File: config.mk
export PLATFORM = sky130hd
export DESIGN_NAME = rf_write_arbiter
export DESIGN_NICKNAME = d
export VERILOG_FILES = /design/src/rtl/rf_arb_pkg.sv /design/src/rtl/rf_wr_fifo.sv /design/src/rtl/rf_write_arbiter.sv
export SDC_FILE = /design/constraint.sdc
export NUM_CORES = 1
export LEC_CHECK = 0
export ABC_CLOCK_PERIOD_IN_PS = 5450
export BUFFER_PORTS_ARGS = -buffer_cell sky130_fd_sc_hd__clkbuf_2
export CAP_MARGIN = 20
export CORE_MARGIN = 2
export CORE_UTILIZATION = 56
export DETAILED_ROUTE_END_ITERATION = 10
export PLACE_DENSITY = 0.84
export RECOVER_POWER = 50
export SETUP_SLACK_MARGIN = 0.4
export SYNTH_ARGS = -nofsm -noshare
export SYNTH_HDL_FRONTEND = slang
export SYNTH_SLANG_ARGS = --single-unit
File: constraint.sdc
create_clock -name clk -period 5.45 [get_ports clk]
set_clock_uncertainty 0.1 [all_clocks]
set_input_delay 0.2725 -clock clk [delete_from_list [all_inputs] [get_ports clk]]
set_output_delay 0.2725 -clock clk [all_outputs]
set_load 0.1 [all_outputs]
File: src/rtl/rf_arb_pkg.sv
// Shared types for the register-file write arbiter: write entry layout and grant encoding.
package rf_arb_pkg;

  localparam int RF_ADDR_W = 5;
  localparam int RF_DATA_W = 32;

  typedef struct packed {
    logic [RF_ADDR_W-1:0] addr;
    logic [RF_DATA_W-1:0] data;
  } rf_wr_t;

  typedef enum logic [1:0] {
    GNT_NONE,
    GNT_S0,
    GNT_S1
  } rf_gnt_e;

endpackage

File: src/rtl/rf_wr_fifo.sv
// Small circular FIFO of pending register writes; exposes every live entry's address
// so the parent can answer hazard queries against buffered writes.
module rf_wr_fifo
  import rf_arb_pkg::*;
#(
  parameter int DEPTH = 2
) (
  input  logic                             clk,
  input  logic                             reset,
  input  logic                             push,
  input  rf_wr_t                           din,
  input  logic                             pop,
  output rf_wr_t                           head,
  output logic                             empty,
  output logic                             full,
  output logic [DEPTH-1:0]                 ent_valid,
  output logic [DEPTH-1:0][RF_ADDR_W-1:0]  ent_addr
);

  localparam int AW = (DEPTH > 1) ? $clog2(DEPTH) : 1;
  localparam int CW = AW + 1;

  rf_wr_t         mem [DEPTH];
  logic [AW-1:0]  wptr;
  logic [AW-1:0]  rptr;
  logic [CW-1:0]  count;
  logic           do_push;
  logic           do_pop;
  logic [AW-1:0]  offset;

  // full is judged on the pre-pop count, so a full FIFO never accepts in its pop cycle
  assign full    = (count == CW'(DEPTH));
  assign empty   = (count == '0);
  assign do_push = push && !full;
  assign do_pop  = pop && !empty;
  assign head    = mem[rptr];

  always_ff @(posedge clk) begin
    if (reset) begin
      wptr  <= '0;
      rptr  <= '0;
      count <= '0;
    end else begin
      if (do_push) wptr <= wptr + AW'(1);
      if (do_pop)  rptr <= rptr + AW'(1);
      count <= count + CW'(do_push) - CW'(do_pop);
    end
  end

  always_ff @(posedge clk) begin
    if (do_push && !reset) mem[wptr] <= din;
  end

  // a slot is live when its distance from the read pointer is below the occupancy
  always_comb begin
    offset    = '0;
    ent_valid = '0;
    ent_addr  = '0;
    for (int i = 0; i < DEPTH; i++) begin
      offset       = AW'(i) - rptr;
      ent_valid[i] = ({1'b0, offset} < count);
      ent_addr[i]  = mem[i].addr;
    end
  end

endmodule

File: src/rtl/rf_write_arbiter.sv
// Shares the register-file write port between ALU (s0) and load (s1) writeback FIFOs.
// Define RFARB_RR_EN for round-robin; otherwise s1 has priority with an s0 starvation bound.
module rf_write_arbiter
  import rf_arb_pkg::*;
#(
  parameter int DEPTH     = 2,
  parameter int MAX_BURST = 4
) (
  input  logic                 clk,
  input  logic                 reset,
  input  logic                 s0_valid,
  output logic                 s0_ready,
  input  logic [RF_ADDR_W-1:0] s0_addr,
  input  logic [RF_DATA_W-1:0] s0_data,
  input  logic                 s1_valid,
  output logic                 s1_ready,
  input  logic [RF_ADDR_W-1:0] s1_addr,
  input  logic [RF_DATA_W-1:0] s1_data,
  output logic                 RegWrite,
  output logic [RF_ADDR_W-1:0] a3,
  output logic [RF_DATA_W-1:0] wd3,
  input  logic [RF_ADDR_W-1:0] q_addr,
  output logic                 q_pending
);

  rf_wr_t                          s0_head, s1_head;
  logic                            s0_empty, s0_full, s1_empty, s1_full;
  logic [DEPTH-1:0]                s0_ev, s1_ev;
  logic [DEPTH-1:0][RF_ADDR_W-1:0] s0_ea, s1_ea;
  rf_gnt_e                         gnt;

  rf_wr_fifo #(.DEPTH(DEPTH)) u_fifo_s0 (
    .clk       (clk),
    .reset     (reset),
    .push      (s0_valid),
    .din       ('{addr: s0_addr, data: s0_data}),
    .pop       (gnt == GNT_S0),
    .head      (s0_head),
    .empty     (s0_empty),
    .full      (s0_full),
    .ent_valid (s0_ev),
    .ent_addr  (s0_ea)
  );

  rf_wr_fifo #(.DEPTH(DEPTH)) u_fifo_s1 (
    .clk       (clk),
    .reset     (reset),
    .push      (s1_valid),
    .din       ('{addr: s1_addr, data: s1_data}),
    .pop       (gnt == GNT_S1),
    .head      (s1_head),
    .empty     (s1_empty),
    .full      (s1_full),
    .ent_valid (s1_ev),
    .ent_addr  (s1_ea)
  );

  assign s0_ready = !s0_full;
  assign s1_ready = !s1_full;

`ifdef RFARB_RR_EN
  rf_gnt_e rr_last;

  always_comb begin
    gnt = GNT_NONE;
    if (reset)                     gnt = GNT_NONE;
    else if (!s0_empty && !s1_empty) gnt = (rr_last == GNT_S1) ? GNT_S0 : GNT_S1;
    else if (!s1_empty)            gnt = GNT_S1;
    else if (!s0_empty)            gnt = GNT_S0;
  end

  always_ff @(posedge clk) begin
    if (reset)                 rr_last <= GNT_S1;
    else if (gnt != GNT_NONE)  rr_last <= gnt;
  end
`else
  localparam int BW = $clog2(MAX_BURST + 1);
  logic [BW-1:0] burst_cnt;

  // loads win unless s0 has already waited out MAX_BURST load grants
  always_comb begin
    gnt = GNT_NONE;
    if (reset)                       gnt = GNT_NONE;
    else if (!s0_empty && !s1_empty) gnt = (burst_cnt == BW'(MAX_BURST)) ? GNT_S0 : GNT_S1;
    else if (!s1_empty)              gnt = GNT_S1;
    else if (!s0_empty)              gnt = GNT_S0;
  end

  always_ff @(posedge clk) begin
    if (reset)
      burst_cnt <= '0;
    else if (s0_empty || gnt == GNT_S0)
      burst_cnt <= '0;
    else if (gnt == GNT_S1 && burst_cnt != BW'(MAX_BURST))
      burst_cnt <= burst_cnt + BW'(1);
  end
`endif

  always_comb begin
    RegWrite = 1'b0;
    a3       = '0;
    wd3      = '0;
    unique case (gnt)
      GNT_S0: begin
        RegWrite = 1'b1;
        a3       = s0_head.addr;
        wd3      = s0_head.data;
      end
      GNT_S1: begin
        RegWrite = 1'b1;
        a3       = s1_head.addr;
        wd3      = s1_head.data;
      end
      default: ;
    endcase
  end

  // the head being written this cycle still counts as pending
  always_comb begin
    q_pending = 1'b0;
    for (int i = 0; i < DEPTH; i++) begin
      if (s0_ev[i] && s0_ea[i] == q_addr) q_pending = 1'b1;
      if (s1_ev[i] && s1_ea[i] == q_addr) q_pending = 1'b1;
    end
  end

endmodule

==> results of run 1 <==
sequential cells by signal (all words and copies together) (netlist names), named ones only:
name / count
burst_cnt: 3
u_fifo_s1.wptr: 1
u_fifo_s0.wptr: 1
u_fifo_s0.rptr: 1
u_fifo_s1.rptr: 1
u_fifo_s1.mem: 74
u_fifo_s0.count: 2
u_fifo_s1.count: 2
u_fifo_s0.mem: 74
stage by stage:
stage / instances / hold slack [ns] / total power [mW]
CTS: 786 / 0.187 / 3.94
global placement: 681 / 0.361 / 2.72
floorplan: 429 / 0.271 / 2.54
detailed placement: 683 / 0.365 / 2.76
global route: 786 / 0.216 / 4.10
finish: 786 / 0.177 / 3.95
layer usage:
layer | vias up | wire length (um) | global-route usage
met5 | - | 0 | 0
met4 | 0 | 360 | 0.0924
met3 | 31 | 1080 | 0.0596
met2 | 209 | 8180 | 0.425
met1 | 2138 | 5920 | 0.289
li1 | 2014 | - | -
worst max-delay path: stages (launching register included):
cell      delay [ns]
dfxtp_1         0.33
inv_1           0.07
ha_1            0.22
nand2_1         0.11
inv_1           0.06
o21ai_0         0.28
ha_2            0.85
a22oi_1         0.24
nor2_1          0.23
clkbuf_2        0.51
cell type report:
type / count / area (sq um) / share of cell area
Timing Repair Buffer: 204 / 1350 / 0.152
Tap cell: 147 / 184 / 0.0208
Clock inverter: 12 / 145 / 0.0164
Sequential cell: 161 / 4710 / 0.532
Multi-Input combinational cell: 233 / 1990 / 0.225
Clock buffer: 17 / 425 / 0.0481
Inverter: 12 / 45.0 / 0.00510
repair_timing:
| item | CTS | global route |
|---|---|---|
| gates resized for setup | 0 | 0 |
| hold buffers | 74 | 0 |
| endpoints found under the hold margin | 148 | 0 |
cell usage after synthesis, types with 4 or more instances:
master and number:
mux2_2 44, nor2b_1 5, clkbuf_1 7, a22oi_1 37, dfxtp_1 13, nand2_1 4, mux2_4 30, inv_1 12
buf_2 6, ha_1 8, edfxtp_1 148, buf_6 5, nor4_1 5, nor2_1 51, xnor2_1 13, xor2_1 16
worst paths after layout:
kind,slack [ns],startpoint,end
hold / removal,0.18,s0_valid,u_fifo_s0.wptr$_SDFFE_PP0P_
setup reg to reg,2.18,burst_cnt[0]$_SDFFE_PP0P_,u_fifo_s1.count[1]$_SDFF_PP0_
setup / recovery,1.74,burst_cnt[0]$_SDFFE_PP0P_,wd3[10]
hold reg to reg,0.45,u_fifo_s0.wptr$_SDFFE_PP0P_,u_fifo_s0.wptr$_SDFFE_PP0P_
kinds of logic after synthesis:
family	synth area share
adders and majority gates	0.0145
buffers and inverters	0.0305
xor gates and xnor gates	0.0369
AOI/OAI and AO/OA	0.0470
DFF	0.683
muxes	0.139
and+or+nand+nor	0.0496
power breakdown:
group | total [mW] | switching, mW | internal (mW)
registers | 1.57 | 0.0848 | 1.49
logic | 1.22 | 0.854 | 0.364
clock network | 1.16 | 0.456 | 0.707
==> summary.md, run 1 <==
| Metric | Value |
|---|---|
| Hold Fails Final Rpt | 0 |
| Worst slew pin tran | 2.41 ns |
| Initial Utilization | 0.574 |
| Area of the core | 12000 sq um |
| Critical path capture point type | output port |
| Total number of vias | roughly 4.4k |
| Pre-antenna DRT Iters | 5 |
| First-pass GRT wire length | 23700 um |
| Max cap viols | 1 |
| Most common flop cell mapped by yosys | edfxtp_1 |
| Register bit total from synthesis | approximately 160 |
| RSZ-0062 raised after global routing | no |
| Nets | just over 700 |
| Startpoint Class | flip-flop |
| Synthesis Warnings | 0 |
| Slew headroom | -0.609 |
| Largest driver fanout on the critical path | 41 |
| Pwr dens | approximately 450 nW/um^2 |
| Antenna-violating nets left | 0 |
| Most frequent cells in the layout | 148 x edfxtp_1, 74 x dlygate4sd3_1, 71 x clkbuf_2, 53 x clkbuf_1, 51 x nor2_1 |
| Finished Cell Area | 8840 sq um |
| CTS Buf Count | 17 |
| Routed WL | 15500 um |
| Post-route DRC violation count | 0 |
| Failing checks | max-capacitance violations, max-slew violations |
| Root buffer cell | clkbuf_16 |
| Async SR Flop Fraction | 0 |
| Post-detail-place hpwl | approximately 8600 um |
| Pin count of the biggest net entering global routing | 42 |
| Share of cells above drive strength 1 | 0.286 |
| Clock transition at the registers of the reported paths | roughly 0.060 ns |
| Mapped cell area | 6890 sq um |
| Count of cell types in the netlist | 30 |
| Commonest non-fill, non-tap cell in the layout | edfxtp_1 |
| H-tree levels | 4 |
| Gr usage total | 0.242 |
| WS Path Type | flip-flop to output port |
| Synth top area cells | edfxtp_1 64%, mux2_2 7.2%, mux2_4 6.5%, a22oi_1 4.0%, dfxtp_1 3.8% |
| Overflow after GRT | 0 |
| Die area | around 13000 sq um |
| Syn Inst Count | 429 |
| Fillers | 752 |
| Number of synthesized flops with an enable pin | about 150 |
| Register area share after synthesis | 0.683 |
| Peak VDD IR | 0.000308 V |
| Fmax | ~0.27 GHz |
| Std-Cell Rows | 40 |
| Leak Pwr | between 3 and 4 nW |
| DRT iter0 DRCs | 247 |
| Die height | 115 um |
| CTS tree | built |
| Wire length per cell | just under 20 um |
| Post-Syn Nets | 520 |
| Worst-Skew Late Latency | a little over 0.4 ns |
| Tmin final | ~3.7 ns |
| Setup_tns | 0 ns |
| Hold/Removal Path Class | primary input to flip-flop |
| Antenna diodes | 0 |
| Outcome | finished, violations left |
| Arr. time, crit path | 3.34 ns |
| Dominant cell type by area after synthesis | edfxtp_1 |
| Reg2reg path depth | 13 |
| Worst endpoint required time | a little over 5 ns |
| Vias per std cell | 5.59 |
| # Post-CTS Setup Buffers | 0 |
| Initial antenna violation count | 0 |
| Syn avg cell area | between 15 and 20 sq um |
| Pins Over Slew Limit | 38 |
| I/O Buffers | between 100 and 150 |
| Setup ws final | about 1.7 ns |
| Setup violators final | 0 |
| Chip width | roughly 110 um |
| Clk sinks | 161 |
| Placed Area | around 7600 sq um |
| Final core occ | 0.736 |
| Clk buf depth | 2 |
| Area growth syn-to-layout | 28.3% |
| Final worst path period share | 0.681 |
| Pre-CTS WS | roughly 2.2 ns |
| Vias in the first global route | 4710 |
| RePlAce Congestion | between 0.7 and 0.8 |
| Hold Path Cell Cnt | 4 |
| Synth top area share | 0.645 |
| I/O pin cnt | ~120 |
Power figures use the tool's default switching activity.
==> run 2: changes to the inputs <==
Settings changed: ABC_CLOCK_PERIOD_IN_PS 5450 to 3100, CORE_UTILIZATION 56 to 50, PLACE_DENSITY 0.84 to 0.8.
Clock period 5.45 ns to 3.1 ns, I/O delays scaled along.
==> summary.md, run 2 (synthesized netlist as in run 1, its figures left out) <==
| Metric | Value |
|---|---|
| Outcome | complete, no violations |
| Inst Count DP | 715 (+4.7%) |
| Reg2reg path depth | 13 (unchanged) |
| Slew headroom | 0.230 (+0.839) |
| Clk buf depth | 2 (unchanged) |
| R2R Path End | u_fifo_s1.count[1]$_SDFF_PP0_ |
| Total number of vias | 4368 (-0.55%) |
| Antenna-violating nets left | 0 (unchanged) |
| Chip width | 121 um (+5.6%) |
| Clk sinks | 161 (unchanged) |
| DRT iter0 DRCs | 278 (+13%) |
| Worst Hold Launch | reset |
| WS Path Type | flip-flop to output port |
| Multi-input logic area | 2210 sq um (+11%) |
| Initial antenna violation count | 0 (unchanged) |
| Arr. time, crit path | 2.49 ns (-0.85 ns) |
| Critical path capture point type | output port |
| Part of the power in registers | 0.366 (-0.032) |
| Wire length per cell | 20.0 um (+1.2%) |
| Pin count of the biggest net entering global routing | 38 (-9.5%) |
| Leak Pwr | 3.38 nW (+5.2%) |
| Overflow after GRT | 0 (unchanged) |
| Worst endpoint required time | 2.84 ns (-2.24 ns) |
| Hold Path Cell Cnt | 2 (-2) |
| Vias per std cell | 5.29 (-5.4%) |
| Fillers | 868 (+15%) |
| First-pass GRT wire length | 24300 um (+2.5%) |
| Worst slew pin tran | 1.16 ns (-1.25 ns) |
| Comb pwr share | 0.363 (+0.055) |
| Fmax | approximately 0.36 GHz |
| Clock share of power | 0.271 (-0.023) |
| Max cap viols | 0 (-1) |
| Clock transition at the registers of the reported paths | 0.06 ns (about the same) |
| CTS tree | built |
| Post-detail-place hpwl | 9400 um (+9.7%) |
| Pre-antenna DRT Iters | 4 (-1) |
| Die area | 14700 sq um (+12%) |
| Post-route DRC violation count | 0 (unchanged) |
| Sequential cell area | 4710 sq um (unchanged) |
| Switching part of the total power | 0.352 (-0.000651) |
| Worst-Skew Late Latency | 0.42 ns (about the same) |
| Largest driver fanout on the critical path | 24 (-41%) |
| Initial Utilization | 0.516 (-0.0574) |
| RePlAce Congestion | 0.793 (+4.2%) |
| Biggest regs | u_fifo_s0.mem x74, u_fifo_s1.mem x74, burst_cnt x3 |
| Placed Area | 8020 sq um (+5.3%) |
| Startpoint Class | flip-flop |
| Setup violators final | 0 (unchanged) |
| Final core occ | 0.716 (-0.0195) |
| Antenna diodes | 0 (unchanged) |
| Commonest non-fill, non-tap cell in the layout | edfxtp_1 |
| I/O pin cnt | 124 (unchanged) |
| P_sw | 2.64 mW (+89%) |
| Area growth syn-to-layout | 38.8% |
| Pre-CTS WS | 0.425 ns (-1.80 ns) |
| Nets | 728 (+1.1%) |
| Final worst path period share | 0.887 |
| Int Power | 4.85 mW (+90%) |
| CTS Buf Count | 17 (unchanged) |
| Reg2reg start | burst_cnt[0]$_SDFFE_PP0P_ |
| Reg2reg setup slack | 0.49 ns (-1.69 ns) |
| H-tree levels | 4 (unchanged) |
| Overall Power | 7.49 mW (+89%) |
| RSZ-0062 raised after global routing | yes |
| Most frequent cells in the layout | 148 x edfxtp_1, 74 x dlygate4sd3_1, 58 x clkbuf_1, 44 x mux2_2, 32 x nor2_1 |
| Area of the core | 13300 sq um (+11%) |
| Std-Cell Rows | 42 (+5.0%) |
| Hold Fails Final Rpt | 0 (unchanged) |
| Hold/Removal Path Class | primary input to flip-flop |
| Pins Over Slew Limit | 0 (-100%) |
| Die height | 121 um (+5.6%) |
| Finished Cell Area | 9560 sq um (+8.2%) |
| Share of cells above drive strength 1 | 0.358 (+0.0721) |
| I/O Buffers | 123 (unchanged) |
| Root buffer cell | clkbuf_16 |
| Setup_tns | 0 ns (unchanged) |
| Setup ws final | 0.351 ns (-1.39 ns) |
| Peak VDD IR | 0.000535 V (+74%) |
| Fin cells | 826 (+5.1%) |
| Vias in the first global route | 4642 (-1.4%) |
| Pwr dens | 783 nW/um^2 (+75%) |
| WHS | 0.135 ns (-0.0423 ns) |
| Gr usage total | 0.224 (-0.0182) |
| Hold Path Sink | u_fifo_s1.count[1]$_SDFF_PP0_ |
| Tmin final | 2.75 ns |
| Routed WL | 16500 um (+6.3%) |
-- run 2: cell count changes in the layout (fill, tap and decap cells not counted), sizes merged --
cell	before	now
clkinv	4	10
clkinvlp	5	2
buf	6	52
clkbuf	141	103
-- run 2: timing repair --
item	CTS	global route
hold endpoints to repair	148	0
pin swaps	2	1
resized for setup	14	52
endpoints found under the setup margin	39	40
hold buffers	74	0
setup buffers	5	0
-- run 2: worst max-delay path, stage by stage (launching register included) --
cell and delay [ns]:
dfxtp_1 0.35, inv_1 0.08, ha_1 0.23, nand2_2 0.10, inv_1 0.07, o21ai_4 0.20, ha_4 0.18, buf_12 0.19
a22oi_1 0.13, nor2_1 0.18, buf_4 0.33
-- run 2: routing by layer --
metal / GRT usage / part of all wire / vias up
met4: 0.0862 / 0.021 / 0
li1: - / - / 2034
met5: 0 / 0 / -
met2: 0.379 / 0.52 / 148
met1: 0.276 / 0.40 / 2158
met3: 0.0592 / 0.054 / 28
-- run 2: worst max path at each step --
stage                                             start                            end  slack, ns
final                         burst_cnt[0]$_SDFFE_PP0P_                        wd3[13]       0.35
after CTS                     burst_cnt[0]$_SDFFE_PP0P_                        wd3[28]       0.40
after global placement        burst_cnt[0]$_SDFFE_PP0P_  u_fifo_s1.count[1]$_SDFF_PP0_       0.63
after global routing      u_fifo_s0.count[1]$_SDFF_PP0_                        wd3[13]       0.29
after floorplan               burst_cnt[0]$_SDFFE_PP0P_                          a3[1]       0.01
after detailed placement      burst_cnt[0]$_SDFFE_PP0P_  u_fifo_s0.count[0]$_SDFF_PP0_       0.43
-- run 2: cell type report --
cell class / count / share of cell area
clock buffer: 17 / 0.0445
clock inverter: 15 / 0.0156
inverter: 12 / 0.00471
multi-input combinational: 233 / 0.231
sequential: 161 / 0.492
tap: 176 / 0.0230
timing repair buffer: 212 / 0.189
-- run 2: power groups by stage --
stage,sequential [mW],combinational [mW],clock [mW]
6_report,2.74,2.72,2.03
5_1_grt,2.77,2.86,2.14
4_1_cts,2.74,2.56,2.06
3_5_place_dp,2.78,2.33,0
3_3_place_gp,2.77,2.28,0
2_1_floorplan,2.73,1.78,0
==> run 3: changes to the inputs <==
Settings changed: CTS_BUF_LIST from default to sky130_fd_sc_hd__clkbuf_16, PLACE_DENSITY 0.8 to 0.76.
==> summary.md, run 3 (synthesized netlist as in run 1, its figures left out) <==
| Metric | Value |
|---|---|
| Arr. time, crit path | 2.36 ns (-0.13 ns) |
| Hold Fails Final Rpt | 0 (unchanged) |
| Routed wl met2 | 8050 um (-7.0%) |
| Post-route DRC violation count | 0 (unchanged) |
| Area growth syn-to-layout | 37.7% |
| Commonest non-fill, non-tap cell in the layout | edfxtp_1 |
| Die area | 14700 sq um (unchanged) |
| Largest driver fanout on the critical path | 20 (-17%) |
| Multi-input logic area | 2090 sq um (-5.3%) |
| Std-Cell Rows | 42 (unchanged) |
| WHS | 0.143 ns (+0.00798 ns) |
| Max cap viols | 0 (unchanged) |
| Biggest regs | u_fifo_s0.mem x74, u_fifo_s1.mem x74, burst_cnt x3 |
| First-pass GRT wire length | 24000 um (-1.2%) |
| Clk buf depth | 2 (unchanged) |
| Overall Power | 7.47 mW (-0.28%) |
| Pre-CTS WS | 0.398 ns (-0.0270 ns) |
| Post-detail-place hpwl | 9340 um (-0.65%) |
| Vias per std cell | 5.35 (+1.1%) |
| DRT iter0 DRCs | 352 (+27%) |
| Critical path capture point type | output port |
| Hold/Removal Path Class | primary input to flip-flop |
| Initial antenna violation count | 0 (unchanged) |
| Slew headroom | 0.227 (-0.00287) |
| Sequential cell area | 4710 sq um (about the same) |
| Vias in the first global route | 4643 (+0.022%) |
| I/O Buffers | 123 (unchanged) |
| Die height | 121 um (unchanged) |
| Pin count of the biggest net entering global routing | 38 (unchanged) |
| H-tree levels | 4 (unchanged) |
| Highest routing layer actually used | met4 |
| Initial Utilization | 0.516 (unchanged) |
| CTS tree | built |
| Hold Path Cell Cnt | 4 (+2) |
| Antenna-violating nets left | 0 (unchanged) |
| Total number of vias | 4442 (+1.7%) |
| Worst-Skew Late Latency | 0.42 ns (about the same) |
| Pwr dens | 787 nW/um^2 (+0.53%) |
| Peak VDD IR | 0.000448 V (-16%) |
| Setup violators final | 0 (unchanged) |
| Overflow after GRT | 0 (unchanged) |
| Crit path from | burst_cnt[0]$_SDFFE_PP0P_ |
| Final core occ | 0.711 (-0.00581) |
| Nets | 732 (+0.55%) |
| Share of cells above drive strength 1 | 0.320 (-0.0389) |
| I/O pin cnt | 124 (unchanged) |
| Area of the core | 13300 sq um (unchanged) |
| Pre-antenna DRT Iters | 6 (+2) |
| Most frequent cells in the layout | 148 x edfxtp_1, 75 x dlygate4sd3_1, 63 x clkbuf_1, 44 x mux2_2, 35 x a22oi_1 |
| Fmax | 0.382 GHz (+5.0%) |
| Startpoint Class | flip-flop |
| Worst endpoint required time | 2.84 ns (about the same) |
| Setup_tns | 0 ns (unchanged) |
| Clk sinks | 161 (unchanged) |
| Reg2reg path depth | 14 (+1) |
| Leak Pwr | 3.39 nW (+0.11%) |
| Met3 wire length | 906 um (+0.78%) |
| Setup ws final | 0.481 ns (+0.130 ns) |
| Fillers | 895 (+3.1%) |
| RSZ-0062 raised after global routing | yes |
| Pins Over Slew Limit | 0 (unchanged) |
| Root buffer cell | clkbuf_16 |
| Wire length on met1 | 6400 um (-3.3%) |
| Worst Hold Launch | s0_valid |
| Worst slew pin tran | 1.16 ns (+0.00432 ns) |
| Tmin final | 2.62 ns (-0.130 ns) |
| Final worst path period share | 0.845 (-0.0418) |
| Wire length per cell | 18.8 um (-5.8%) |
| Reg2reg start | burst_cnt[0]$_SDFFE_PP0P_ |
| Clock transition at the registers of the reported paths | 0.06 ns (about the same) |
| Outcome | complete, no violations |
| CTS Buf Count | 17 (unchanged) |
| Gr usage total | 0.221 (-0.00293) |
| RePlAce Congestion | 0.870 (+9.7%) |
| WS Path Type | flip-flop to output port |
| Routed WL | 15700 um (-5.2%) |
| Chip width | 121 um (unchanged) |
[run 3: changes by cell type in the layout (fill, tap and decap cells not counted), moves of 5 or more]
cell | before | now
clkbuf_1 | 58 | 63
buf_6 | 21 | 10
a22oi_2 | 19 | 2
a22oi_1 | 18 | 35
buf_4 | 10 | 22
clkbuf_2 | 28 | 22
[run 3: final timing paths]
| check | slack, ns | end |
|---|---|---|
| setup / recovery | 0.48 | wd3[18] |
| hold / removal | 0.14 | u_fifo_s0.wptr$_SDFFE_PP0P_ |
| hold reg to reg | 0.46 | u_fifo_s1.count[1]$_SDFF_PP0_ |
| setup reg to reg | 0.54 | u_fifo_s1.count[1]$_SDFF_PP0_ |
[run 3: final cells by class]
type,instances,area share
tap,176,0.0232
inverter,12,0.00475
antenna,1,0.000264
sequential,161,0.497
clock inverter,15,0.0185
multi-input combinational,233,0.221
timing repair buffer,216,0.191
clock buffer,17,0.0448
[run 3: timing repair]
item | 4_1_cts | 5_1_grt
setup endpoints to repair | 39 | 40
pin swaps | 2 | 1
resized for setup | 10 | 22
endpoints found under the hold margin | 150 | 0
buffers inserted | 7 | 0
hold buffers | 75 | 0
[run 3: per-stage QoR]
step | instance area (sq um) | cells
finish | 9490 | 831
global route | 9480 | 830
CTS | 9500 | 830
detailed placement | 8060 | 716
global placement | 8060 | 716
floorplan | 6970 | 429
[run 3: report_power, final]
part	total [mW]	internal, mW	leakage (nW)	switching [mW]
clock	2.12	1.33	0.300	0.796
combinational	2.60	0.947	1.62	1.65
sequential	2.75	2.62	1.46	0.132
[run 3: per-layer routing]
layer | global-route usage | up-vias
li1 | - | 2039
met1 | 0.274 | 2201
met5 | 0 | -
met3 | 0.0489 | 28
met4 | 0.101 | 0
met2 | 0.371 | 174
[run 3: worst max-delay path, cell delays in order, from the launching register on]
cell	delay [ns]
dfxtp_1	0.32
inv_1	0.10
ha_1	0.18
nand2_1	0.09
o21ai_1	0.20
inv_1	0.10
ha_4	0.31
buf_8	0.19
nor2_1	0.13
buf_4	0.30
